--- config.mk ---
export PLATFORM = sky130hd
export DESIGN_NAME = input_conditioner
export DESIGN_NICKNAME = d
export VERILOG_FILES = /design/src/rtl/input_conditioner.sv
export SDC_FILE = /design/constraint.sdc
export NUM_CORES = 1
export LEC_CHECK = 0
export BUFFER_PORTS_ARGS = -buffer_cell sky130_fd_sc_hd__buf_2
export CORE_MARGIN = 4
export CORE_UTILIZATION = 29
export CTS_CLUSTER_DIAMETER = 150
export DETAILED_ROUTE_END_ITERATION = 7
export GPL_TIMING_DRIVEN = 0
export MAX_ROUTING_LAYER = met4
export PLACE_DENSITY = 0.45
export SLEW_MARGIN = 5
export SYNTH_ARGS = -nofsm -noshare
export SYNTH_HDL_FRONTEND = slang
export SYNTH_SLANG_ARGS = --single-unit
--- constraint.sdc ---
create_clock -name clk -period 4.8 [get_ports clk]
set_clock_uncertainty 0.05 [all_clocks]
set_input_delay 0.24 -clock clk [delete_from_list [all_inputs] [get_ports clk]]
set_output_delay 0.24 -clock clk [all_outputs]
set_load 0.03 [all_outputs]
--- src/rtl/input_conditioner.sv ---
// Synchronises, debounces and edge-decodes the push button and DIP switches
// feeding the flowing-lights LED shifter.
module input_conditioner #(
  parameter logic [31:0] DEBOUNCE_CNT = 32'd2000000,
  parameter logic [31:0] LONG_CNT     = 32'd100000000,
  parameter int          SW_W         = 3
) (
  input  logic            clk,
  input  logic            rst,
  input  logic            button,
  input  logic [SW_W-1:0] sw_in,
  output logic            btn_level,
  output logic            press_pulse,
  output logic            release_pulse,
  output logic            long_pulse,
  output logic [SW_W-1:0] sw_stable,
  output logic            sw_change
);
  typedef enum logic [1:0] {IDLE, PRESS_WAIT, HELD, RELEASE_WAIT} btn_state_t;

  localparam logic [31:0] DB_LAST   = DEBOUNCE_CNT - 32'd1;
  localparam logic [31:0] LONG_LAST = LONG_CNT - 32'd1;

  function automatic logic [31:0] sat_inc(input logic [31:0] v, input logic [31:0] lim);
    return (v >= lim) ? lim : v + 32'd1;
  endfunction

  logic            btn_meta_p0, btn_sync_p1;
  logic [SW_W-1:0] sw_meta_p0, sw_sync_p1;

  btn_state_t  state_p2, state_nxt;
  logic [31:0] dcnt_p2, dcnt_nxt, hcnt_p2, hcnt_nxt;
  logic        long_flag_p2, long_flag_nxt;
  logic        press_evt_p2, release_evt_p2, long_evt_p2;
  logic        press_c, release_c, long_c, level_c;

  logic [SW_W-1:0] sw_prev_p2, sw_ref_p2;
  logic [31:0]     scnt_p2;
  logic            sw_evt_p2;

  // Stage p0/p1: two-flop synchronisers
  always_ff @(posedge clk or posedge rst) begin
    if (rst) begin
      btn_meta_p0 <= 1'b0;
      btn_sync_p1 <= 1'b0;
      sw_meta_p0  <= '0;
      sw_sync_p1  <= '0;
    end else begin
      btn_meta_p0 <= button;
      btn_sync_p1 <= btn_meta_p0;
      sw_meta_p0  <= sw_in;
      sw_sync_p1  <= sw_meta_p0;
    end
  end

  // Stage p2: button FSM state and counters
  always_ff @(posedge clk or posedge rst) begin
    if (rst) begin
      state_p2       <= IDLE;
      dcnt_p2        <= '0;
      hcnt_p2        <= '0;
      long_flag_p2   <= 1'b0;
      press_evt_p2   <= 1'b0;
      release_evt_p2 <= 1'b0;
      long_evt_p2    <= 1'b0;
    end else begin
      state_p2       <= state_nxt;
      dcnt_p2        <= dcnt_nxt;
      hcnt_p2        <= hcnt_nxt;
      long_flag_p2   <= long_flag_nxt;
      press_evt_p2   <= press_c;
      release_evt_p2 <= release_c;
      long_evt_p2    <= long_c;
    end
  end

  always_comb begin
    state_nxt     = state_p2;
    dcnt_nxt      = dcnt_p2;
    hcnt_nxt      = hcnt_p2;
    long_flag_nxt = long_flag_p2;
    unique case (state_p2)
      IDLE: begin
        if (btn_sync_p1) begin
          state_nxt = PRESS_WAIT;
          dcnt_nxt  = 32'd1;
        end
      end
      PRESS_WAIT: begin
        if (!btn_sync_p1) begin
          state_nxt = IDLE;
          dcnt_nxt  = '0;
        end else if (dcnt_p2 == DB_LAST) begin
          state_nxt     = HELD;
          dcnt_nxt      = '0;
          hcnt_nxt      = '0;
          long_flag_nxt = 1'b0;
        end else begin
          dcnt_nxt = dcnt_p2 + 32'd1;
        end
      end
      HELD: begin
        hcnt_nxt      = sat_inc(hcnt_p2, LONG_CNT);
        long_flag_nxt = long_flag_p2 | long_c;
        if (!btn_sync_p1) begin
          state_nxt = RELEASE_WAIT;
          dcnt_nxt  = 32'd1;
        end
      end
      RELEASE_WAIT: begin
        hcnt_nxt      = sat_inc(hcnt_p2, LONG_CNT);
        long_flag_nxt = long_flag_p2 | long_c;
        // A bounce back to high resumes the hold without a new press
        if (btn_sync_p1) begin
          state_nxt = HELD;
          dcnt_nxt  = '0;
        end else if (dcnt_p2 == DB_LAST) begin
          state_nxt = IDLE;
          dcnt_nxt  = '0;
        end else begin
          dcnt_nxt = dcnt_p2 + 32'd1;
        end
      end
      default: state_nxt = IDLE;
    endcase
  end

  always_comb begin
    level_c   = (state_p2 == HELD) || (state_p2 == RELEASE_WAIT);
    press_c   = (state_p2 == PRESS_WAIT) && btn_sync_p1 && (dcnt_p2 == DB_LAST);
    release_c = (state_p2 == RELEASE_WAIT) && !btn_sync_p1 && (dcnt_p2 == DB_LAST);
    long_c    = level_c && (hcnt_p2 == LONG_LAST) && !long_flag_p2;
  end

  // Stage p2: shared switch debounce
  always_ff @(posedge clk or posedge rst) begin
    if (rst) begin
      sw_prev_p2 <= '0;
      sw_ref_p2  <= '0;
      scnt_p2    <= '0;
      sw_evt_p2  <= 1'b0;
    end else begin
      sw_prev_p2 <= sw_sync_p1;
      sw_evt_p2  <= 1'b0;
      if (sw_sync_p1 == sw_ref_p2) begin
        scnt_p2 <= '0;
      end else if (sw_sync_p1 != sw_prev_p2) begin
        scnt_p2 <= 32'd1;
      end else if (scnt_p2 == DB_LAST) begin
        sw_ref_p2 <= sw_sync_p1;
        sw_evt_p2 <= 1'b1;
        scnt_p2   <= '0;
      end else begin
        scnt_p2 <= scnt_p2 + 32'd1;
      end
    end
  end

  // Stage p3: output registers
  always_ff @(posedge clk or posedge rst) begin
    if (rst) begin
      btn_level     <= 1'b0;
      press_pulse   <= 1'b0;
      release_pulse <= 1'b0;
      long_pulse    <= 1'b0;
      sw_stable     <= '0;
      sw_change     <= 1'b0;
    end else begin
      btn_level     <= level_c;
      press_pulse   <= press_evt_p2;
      release_pulse <= release_evt_p2;
      long_pulse    <= long_evt_p2;
      sw_stable     <= sw_ref_p2;
      sw_change     <= sw_evt_p2;
    end
  end
endmodule

---- Word level (Yosys, flattened, before mapping) ----
Cells that the tools add are included.
cells by class
  equality and inequality tests ........... 14
  reduce and logical (&&, ||, !) cells .... 16
  $add $sub $neg .......................... 3
  muxes and demuxes ....................... 26
  order comparisons ....................... 1
  bitwise operators ....................... 3
operators by type and width
  kind                     count
  $mux W32                 11
  $pmux W32 S4             1
  $add A32 B1 Y32 const B  3
  $eq A32 B21 Y1 const B   2
  $pmux W32 S2             1
  $eq A32 B27 Y1 const B   1
  $ge A32 B27 Y1 const B   1
  $mux W2                  6
  $ne A2 B2 Y1 const B     4
  $pmux W2 S4              1
  $logic_and A1 B1 Y1      6
  $ne A3 B3 Y1 const B     2
  $reduce_and A3 Y1        2
  $mux W1                  5
  $eq A2 B2 Y1 const B     2
  $reduce_and A4 Y1        1
  $eq A3 B3 Y1             1
  $ne A3 B3 Y1             1
  $eq A2 B1 Y1 const B     1
  $logic_not A1 Y1         2
  $logic_not A2 Y1         1
  $not A1 Y1               2
  $pmux W1 S2              1
  $reduce_and A2 Y1        1
  4 further kinds          4
word-level totals
  flip-flop bits (word level) ............. 125

---- Logic depth before layout (Yosys ltp) ----
  depth in word-level cells ............... 6
  mapped depth ............................ 8
  gate-level depth less buffers ........... 6

---- Worst setup path after synthesis ----
No wires, ideal clock.
  path type ............................... register to register
  start point ............................. register dcnt_p2[9]
  end point ............................... register hcnt_p2[8]
  clock period less this slack ............ 2.570 ns
  path slack .............................. 2.230 ns
  stages on the path, launching flop included .. 8
  data required time ...................... 4.624 ns
  arrival time ............................ 2.394 ns
  buffers on the path ..................... 2
  path through ............................ dfrtp_1 -> buf_6 -> or4b_1 -> or4_4 -> nor4_4 -> a31oi_2 -> buf_6 -> a221o_1
between the ends
  cells in the longest elaborated chain, start to end .. 3
ends and longest elaborated chain
  element                      line  source
  start: declaration           32    logic [31:0] dcnt_p2, dcnt_nxt, hcnt_p2, hcnt_nxt;
  start signal: assignment     68    dcnt_p2 <= dcnt_nxt;
  $eq A32 B21 Y1               93    end else if (dcnt_p2 == DB_LAST) begin
  $ne A2 B2 Y1 (no line)       -
  $reduce_and A3 Y1 (no line)  -
  end signal: assignment       69    hcnt_p2 <= hcnt_nxt;
  end: declaration             32
Every way passes these cells.
A chain may end at the register's enable or synchronous reset.

---- Final worst setup path ----
  start point ............................. register dcnt_p2[9]
  end point ............................... register dcnt_p2[7]
between the ends
  cells in the longest elaborated chain, start to end .. 4
  elaborated cells on any way between the ends .. 5
ends and longest elaborated chain
  element                      line     source
  $eq A32 B21 Y1 *             93, 117
  $mux W32 *                   93, 117
  $mux W32 (on tied branches)  114, 90
  $pmux W32 S4 *               82       unique case (state_p2)
Every way passes the cells marked *; elsewhere a longest branch is shown, timed or not.

==> metrics <==
RSZ-0062 raised after global routing=false; crit path max fanout=10; Slew @ Worst Pin=1156 ps; Clock transition at path regs=60 ps; area delta synth->final=17.96%; Final Hold Viols=0; Starting Density=0.2943; Fill cells=2092; Synth cell types=53; full die area=23730 µm²; grt total ovfl=0; hold_ws=290.3 ps; CP startpoint kind=register; flop2flop setup slack=1850 ps; Seq. cell area=3128 µm²; syn avg cell area=9.850 µm²; final worst path period need=2949 ps; CP Class=reg2reg; vias in the first global route=4788; DP HPWL=9.479 mm; M1 GR Usage=0.1704; hold crit path type=reg2reg; Slew Limit Fails=0; gr busiest metal=met2; final WL=14.24 mm; CP required=5070 ps; antenna violations before repair=0; Max Freq=0.3391 GHz; core region area=21020 µm²; multiplexer share of the synthesized area=0.01881; IR drop worst, VDD=0.0001675 V; Critical Path AT=3210 ps; Synth async-reset ratio=1.000; IO Count=14; # diodes=0; Yosys warning count=0; clk sinks=125; Sum Neg Setup Slack=0 ps; H-tree level count=4; crit-path most repeated cell=buf_2; R2R depth=8; antenna-violating nets left=0; compound-cell area share of the yosys netlist=0.1015; first-pass GRT wire length=24.33 mm; Setup Viol. Count Final=0; outcome=complete, no violations; pin count of the biggest net entering global routing=71; R2R Path Start=dcnt_p2[9]; die height=154.1 µm; largest family of logic cells by synthesized area=simple AND/OR/NAND/NOR gates; drt drc=0; drt initial violations=319; clock root cell=clkbuf_16; fin nets=677; XOR/XNOR Fraction of Synth Area=0.07504; syn_nets=638; grt met2 use=0.1951; post-synthesis sequential area ratio=0.5057; Die W=154.1 µm; vias per cell=5.106; Int Power=1.831 mW; layout cells sized above 1=0.1118; largest area contributor in the netlist=dfrtp_1; crit-path cells=buf_6 > or4b_1 > or4_4 > o31ai_1 > buf_2 > buf_2 > nor3_1 > a21o_1; clock power share=0.526; IO buf count=13; Max Cap Violations=0; Row Count=53; area share of fa/ha/maj cells after synthesis=0.008091; slowest stage delay, CP=510 ps; Critical R2R Capture=dcnt_p2[7]; Comb power frac=0.031; worst hold start=release_evt_p2; P_leak=3.117 nW; P per Cell Area=332.3 nW/µm²; top post-synthesis cells by area=dfrtp_1, xor2_1, nor2_1, nand3_1, xnor2_1; Final GP Congestion=0.8110; M3 GR Usage=0.03152; Total GRT Usage=0.1292; Post-Synthesis Cells=628; EDFF count, synth=0; setup repair bufs after CTS=0; clk_lat worst skew=430 ps; crit end category=register; clk buf depth=2; Vias=4876; most common cell in the netlist=dfrtp_1; synthesis-stage register bit count=125; Core Util, Final=0.3471; Switch Pwr=0.5942 mW; fin crit share=0.6144; drt wl/cell=14.91 µm; top-area cell type share of the netlist area=0.5057; CTS tree=yes; Flop pwr share=0.443; Post-Synthesis Cell Area=6186 µm²; Hold EP=release_pulse; Top FF cell, synth=dfrtp_1; Sw Share=0.2450; Slew headroom=0.2220; Hold Crit Depth=0; slowest stage cell, crit path=or4b_1; synth cell count leaders=dfrtp_1, nor2_1, nand3_1, nand2_1, xor2_1; Simple-Gate Fraction of Synth Area=0.2599; DRT Pass-1 Iters=4; Multi-input gate area=2885 µm²; number of CTS-inserted buffers=17
[worst max-delay path: cells and delay by family (launching register included)]
kind | cells | cell delay [ps]
buffers and inverters | 3 | 750
AOI/OAI and AO/OA | 2 | 600
DFF | 1 | 370
and+or+nand+nor | 3 | 1060
[repair_timing]
action / in CTS / in global routing
hold buffers: 5 / 0
hold endpoints to repair: 59 / 0
gates resized for setup: 0 / 0
[state kept, by name, indices dropped and copies added (netlist names), 3 cells and up, named ones only]
register,cells
scnt_p2,32
hcnt_p2,32
dcnt_p2,32
sw_prev_p2,3
sw_meta_p0,3
sw_ref_p2,3
sw_sync_p1,3
sw_stable,3
[worst max-delay path by stage]
stage                  end       start  cells past startpoint
2_1_floorplan    async pin         rst                      1
3_3_place_gp   dcnt_p2[19]         rst                      2
3_5_place_dp    dcnt_p2[7]  dcnt_p2[9]                      8
4_1_cts         dcnt_p2[7]  dcnt_p2[9]                      8
5_1_grt        dcnt_p2[20]  dcnt_p2[8]                      7
6_report        dcnt_p2[7]  dcnt_p2[9]                      8
[per-layer routing]
metal	up-vias	part of all wire
li1	2356	-
met1	2433	0.49
met2	67	0.46
met3	20	0.030
met4	0	0.018
met5	-	0
[layout make-up]
class / instances / area share
Inverter: 22 / 0.01200
Sequential cell: 125 / 0.4287
Tap cell: 275 / 0.04715
Clock inverter: 14 / 0.02109
Timing Repair Buffer: 20 / 0.02058
Clock buffer: 18 / 0.06019
Buffer: 22 / 0.01492
Multi-Input combinational cell: 459 / 0.3954
[cell usage in the layout (no fill, tap or decap), drive strengths merged, types with 10 or more instances in the layout]
cell type and instances:
a221o 19, dfrtp 125, or2 10, and3 23
nor2 68, buf 22, a21oi 13, xor2 31
nand2 48, nand3 50, nand4 27, clkbuf 33
o21ai 19, nor4 13, nor3 18, inv 28
xnor2 22
[power by group through the flow]
stage	Combinational (mW)	Sequential [mW]	Clock (mW)
after floorplan	0.0490	1.09	0
after global routing	0.0877	1.07	1.36
after CTS	0.0789	1.07	1.31
final	0.0761	1.07	1.28
after global placement	0.0713	1.09	0
after detailed placement	0.0757	1.09	0
[kinds of logic (layout without fill, tap and decap cells)]
family / count (synthesis) / in the layout
XOR/XNOR: 53 / 53
multiplexers: 11 / 11
AND/OR/NAND/NOR: 305 / 305
flip-flops: 125 / 125
adder cells (fa/ha/maj): 4 / 4
AO/OA/AOI/OAI: 86 / 86
buffers and inverters: 44 / 96
[metrics by stage]
stage                     worst slack [ps]  power [mW]  area [µm²]  cells
after CTS                             1840       2.465        7284    955
after global placement              -418.6       1.164        6595    916
after floorplan                       1182       1.139        6186    628
after global routing                  1757       2.525        7297    955
final                                 1851       2.425        7297    955
after detailed placement              1857       1.168        6641    918
(Power assumes the default switching activity.)
